File: src/rtl/flush_ctrl.sv
// Control-hazard and load-use controller beside the MEM stage: per-stage flush,
// PC redirect, load-use stalls, optional post-redirect fetch hold and saturating perf counters.
module flush_ctrl #(
    parameter int unsigned NFLUSH   = 3,
    parameter int unsigned IMEM_LAT = 0,
    parameter int unsigned CNT_W    = 32
) (
    input  logic              clk_i,
    input  logic              rst_i,
    input  logic [2:0]        npc_op_i,
    input  logic              zero_i,
    input  logic              trap_i,
    input  logic              mem_busy_i,
    input  logic              ex_is_load_i,
    input  logic [4:0]        ex_rd_i,
    input  logic [4:0]        id_rs1_i,
    input  logic [4:0]        id_rs2_i,
    input  logic              id_use_rs1_i,
    input  logic              id_use_rs2_i,
    input  logic              cnt_clr_i,
    output logic [NFLUSH-1:0] flush_o,
    output logic              redirect_o,
    output logic [1:0]        redirect_sel_o,
    output logic              kill_resolve_o,
    output logic              pc_stall_o,
    output logic              ifid_stall_o,
    output logic              idex_bubble_o,
    output logic              hold_busy_o,
    output logic [CNT_W-1:0]  flush_cnt_o,
    output logic [CNT_W-1:0]  stall_cnt_o
);

    localparam int unsigned HCNT_W = 4;

    localparam logic [2:0] NPC_BRANCH = 3'b001;
    localparam logic [2:0] NPC_JUMP   = 3'b010;
    localparam logic [2:0] NPC_JALR   = 3'b100;

    localparam logic [1:0] SEL_NONE   = 2'b00;
    localparam logic [1:0] SEL_TARGET = 2'b01;
    localparam logic [1:0] SEL_TRAP   = 2'b10;

    typedef enum logic {
        IDLE = 1'b0,
        HOLD = 1'b1
    } state_e;

    state_e             state_q, state_d;
    logic [HCNT_W-1:0]  hcnt_q, hcnt_d;
    logic [CNT_W-1:0]   flush_cnt_q, flush_cnt_d;
    logic [CNT_W-1:0]   stall_cnt_q, stall_cnt_d;

    logic taken;
    logic evt;
    logic haz;
    logic lu_stall;

    // State and counter registers
    always_ff @(posedge clk_i or posedge rst_i) begin
        if (rst_i) begin
            state_q     <= IDLE;
            hcnt_q      <= '0;
            flush_cnt_q <= '0;
            stall_cnt_q <= '0;
        end else begin
            state_q     <= state_d;
            hcnt_q      <= hcnt_d;
            flush_cnt_q <= flush_cnt_d;
            stall_cnt_q <= stall_cnt_d;
        end
    end

    // Hazard decode, next-state and combinational outputs
    always_comb begin
        state_d        = state_q;
        hcnt_d         = hcnt_q;
        flush_cnt_d    = flush_cnt_q;
        stall_cnt_d    = stall_cnt_q;
        flush_o        = '0;
        redirect_o     = 1'b0;
        redirect_sel_o = SEL_NONE;
        kill_resolve_o = 1'b0;
        pc_stall_o     = 1'b0;
        ifid_stall_o   = 1'b0;
        idex_bubble_o  = 1'b0;
        hold_busy_o    = 1'b0;

        taken = (npc_op_i == NPC_BRANCH && zero_i) || npc_op_i == NPC_JUMP
                || npc_op_i == NPC_JALR;
        evt   = (trap_i || taken) && !mem_busy_i && !rst_i;
        haz   = ex_is_load_i && ex_rd_i != 5'd0
                && ((id_use_rs1_i && id_rs1_i == ex_rd_i)
                    || (id_use_rs2_i && id_rs2_i == ex_rd_i));
        // Redirect and post-redirect hold both make the load-use stall moot
        lu_stall = haz && !evt && state_q == IDLE && !rst_i;

        if (!rst_i) begin
            pc_stall_o    = mem_busy_i || lu_stall;
            ifid_stall_o  = mem_busy_i || lu_stall;
            idex_bubble_o = lu_stall && !mem_busy_i;
        end

        if (state_q == HOLD && !rst_i) begin
            flush_o     = NFLUSH'(1);
            hold_busy_o = 1'b1;
        end

        if (evt) begin
            redirect_o     = 1'b1;
            flush_o        = '1;
            redirect_sel_o = trap_i ? SEL_TRAP : SEL_TARGET;
            kill_resolve_o = trap_i;
        end

        case (state_q)
            IDLE: begin
                if (evt && IMEM_LAT > 0) begin
                    state_d = HOLD;
                    hcnt_d  = HCNT_W'(IMEM_LAT);
                end
            end
            HOLD: begin
                if (evt) begin
                    hcnt_d = HCNT_W'(IMEM_LAT);
                end else if (!mem_busy_i) begin
                    if (hcnt_q == HCNT_W'(1)) begin
                        state_d = IDLE;
                        hcnt_d  = '0;
                    end else begin
                        hcnt_d = hcnt_q - HCNT_W'(1);
                    end
                end
            end
            default: begin
                state_d = IDLE;
                hcnt_d  = '0;
            end
        endcase

        // Saturating counters; a clear drops the same-cycle event
        if (cnt_clr_i) begin
            flush_cnt_d = '0;
            stall_cnt_d = '0;
        end else begin
            if (evt && flush_cnt_q != '1) begin
                flush_cnt_d = flush_cnt_q + CNT_W'(1);
            end
            if (idex_bubble_o && stall_cnt_q != '1) begin
                stall_cnt_d = stall_cnt_q + CNT_W'(1);
            end
        end
    end

    assign flush_cnt_o = flush_cnt_q;
    assign stall_cnt_o = stall_cnt_q;

endmodule

File: config.mk
export PLATFORM = sky130hd
export DESIGN_NAME = flush_ctrl
export DESIGN_NICKNAME = d
export VERILOG_FILES = /design/src/rtl/flush_ctrl.sv
export SDC_FILE = /design/constraint.sdc
export NUM_CORES = 1
export LEC_CHECK = 0
export BUFFER_PORTS_ARGS = -buffer_cell sky130_fd_sc_hd__buf_2
export CORE_MARGIN = 5
export CORE_UTILIZATION = 45
export CTS_BUF_LIST = sky130_fd_sc_hd__clkbuf_4
export DETAILED_ROUTE_END_ITERATION = 8
export PLACE_DENSITY = 0.69
export SKIP_CTS_REPAIR_TIMING = 1
export SYNTH_ARGS = -nofsm -noshare
export SYNTH_HDL_FRONTEND = slang
export SYNTH_SLANG_ARGS = --single-unit
File: constraint.sdc
create_clock -name clk_i -period 2.55 [get_ports clk_i]
set_input_delay 0.255 -clock clk_i [delete_from_list [all_inputs] [get_ports clk_i]]
set_output_delay 0.255 -clock clk_i [all_outputs]
set_load 0.01 [all_outputs]
==> impl_results.md <==
* CTS max path bufs at 2
* ANT cells at 0
* Crit path arrival time at 2.67 ns
* Endpoints failing setup at 0
* Crit share post-route at 93.03%
* Post-DP HPWL at 7404 um
* Critical path capture point type: flip-flop
* Distinct cell type count after synthesis at 53
* Core area at 9196 um^2
* Routed met2 length at 4843 um
* Total grt overflow at 0
* Nets at 603
* Leakage at 2.325 nW
* Die footprint at 11,410 um^2
* Primary FF master, synth: dfrtp_1
* Synth warnings at 0
* Max Cap Violations at 0
* Highest clock rate at 421.5 MHz
* Clock Sinks at 69
* RR Startpoint: state_q
* Site row count at 35
* Post-Syn Area per Cell at 9.037 um^2
* ANT nets after route at 0
* Initial antenna violation count at 0
* R2r worst-path depth at 6
* PD cells at 386.1 nW/um^2
* Final GP Congestion at 0.8278
* Post-synth ARST share at 100.0%
* Tightest Pin Transition at 1.115 ns
* Total Neg Setup Slack at 0 ns
* Yosys reg bits at 69
* Crit path kind: flip-flop to flip-flop
* I/O pins at 102
* Min-Delay Path Class: primary input to async pin
* TritonCTS clock tree: yes
* CP required at 2.85 ns
* CP max FO at 7
* Top sig layer: met4
* Share of layout cells above drive strength 1 at 30.33%
* Die Y at 106.8 um
* DRC at 0
* Cell area after synthesis at 4220 um^2
* RSZ-0062 raised after global routing: no
* Total GRT Usage at 18.77%
* Clk_skew at 0.02126 ns
* IO buf count at 101
* Tmin final at 2.372 ns
* EDFF count, synth at 0
* Root Driver: clkbuf_4
* Crit path launch type: flip-flop
* Final Power at 0.001927 W
* DR vias/cell at 5.654
* Vias in the first global route at 3,667
* Syn nets at 498
* DRT Wirelength at 10,260 um
* Pin count of the biggest net entering global routing at 71
* Initial Utilization at 45.89%
* DR iter-0 viols at 182
* Hold Fails Final Rpt at 0
* Peak VDD IR at 0.0002200 V
* Num CTS Buffers at 9
* CTS HTree Levels at 3
* Vias at 3,890
* Slew HR at 25.67%
* Clk_lat worst skew at 0.41 ns
* FF-to-FF End: stall_cnt_o[15]
* Metal-1 WL at 4706 um
* Clk slew on worst S/H paths at 0.12 ns
* Sequential share of the synthesized area at 40.91%
* TritonRoute pass-1 iters at 4
* Synthesis-to-layout area growth at 18.29%
* Global-route wire length before repair at 17,610 um
* Status: finished, final reports clean
* Die width at 106.8 um
* Pins Over Slew Limit at 0
* Wire length per cell at 14.91 um
* Syn Inst Count at 467
* Met3 WL at 555 um
* R2R Setup Slk at 0.18 ns
worst max-delay path, stage by stage (launching register included):
cell	delay (ns)
dfrtp_1	0.42
nor3b_1	0.19
o21ai_0	0.15
nor3b_2	0.39
nand3_2	0.26
or4_1	0.53
mux2_1	0.33
area by class of cell:
class                           instances  area, um^2
Timing Repair Buffer                  119       653.1
Multi-Input combinational cell        360        2291
Tap cell                              111       138.9
Clock inverter                          6       53.80
Sequential cell                        69        1727
Inverter                               13       53.80
Fill cell                             864        4204
Clock buffer                           10       75.07
per-layer routing:
layer / vias up / track usage (%)
met5: - / 0
met4: 0 / 6.301
met3: 12 / 3.853
met2: 90 / 30.08
met1: 1895 / 25.39
li1: 1893 / -
through the flow:
stage               util [%]  setup WS [ns]  instance area (um^2)  hold slack (ns)  cells
finish                 54.29         0.1777                  4992           0.2472    688
global route           54.29        0.01485                  4992           0.2244    688
CTS                    54.29         0.1589                  4992           0.2182    688
detailed placement     52.88         0.1366                  4863           0.4741    672
global placement       52.88         0.1758                  4863           0.4687    672
floorplan                  -        0.06397                  4220           0.4082    467
layout by cell type (no fill, tap or decap), types with 13 or more instances in the layout:
cell	instances
dfrtp_1	69
or4_1	15
mux2_2	16
nor2_1	53
buf_4	17
nand4_1	24
nor3_1	13
buf_2	101
nand2_1	32
xnor2_1	15
xor2_1	17
nor2b_1	23
o21ai_0	23
nand3_1	30
sequential cells by signal, indices dropped and copies added (netlist names):
name and flops:
flush_cnt_o 32, stall_cnt_o 32, hcnt_q 4, state_q 1
how the worst max path moves through the flow:
stage / start / to / cells after the start
2_1_floorplan: rst_i / redirect_sel_o[1] / 3
5_1_grt: state_q / stall_cnt_o[15] / 6
4_1_cts: state_q / stall_cnt_o[15] / 6
3_5_place_dp: npc_op_i[2] / stall_cnt_o[15] / 7
6_report: state_q / stall_cnt_o[15] / 6
3_3_place_gp: npc_op_i[2] / stall_cnt_o[15] / 7
kinds of logic after synthesis:
| family | share of synthesized area (%) |
|---|---|
| and+or+nand+nor | 33.00 |
| DFF | 40.91 |
| AOI/OAI and AO/OA | 8.301 |
| buffers and inverters | 4.803 |
| xor gates and xnor gates | 7.027 |
| muxes | 4.773 |
| adders and majority gates | 1.186 |
power breakdown:
part           switching (W)  internal (W)  total (W)
sequential        0.00000306       0.00110    0.00110
combinational      0.0000948     0.0000525   0.000147
clock               0.000382      0.000299   0.000682
total               0.000480       0.00145    0.00193
cells in the mapped netlist (all sizes together) (7+ instances only):
cell type | number | area (um^2)
xnor2 | 15 | 131.4
buf | 13 | 103.9
nor4 | 13 | 87.58
nand2 | 34 | 137.6
dfrtp | 69 | 1727
or4 | 16 | 123.9
or3 | 15 | 98.85
and4 | 10 | 88.84
o21ai | 27 | 150.1
nor2b | 23 | 143.9
nand4 | 25 | 162.6
inv | 13 | 53.80
nor3 | 14 | 75.07
clkbuf | 12 | 45.04
nand3 | 31 | 160.1
mux2 | 17 | 191.4
xor2 | 18 | 165.2
and3 | 7 | 43.79
a21oi | 17 | 103.9
nor2 | 53 | 198.9
(Power assumes the default switching activity.)
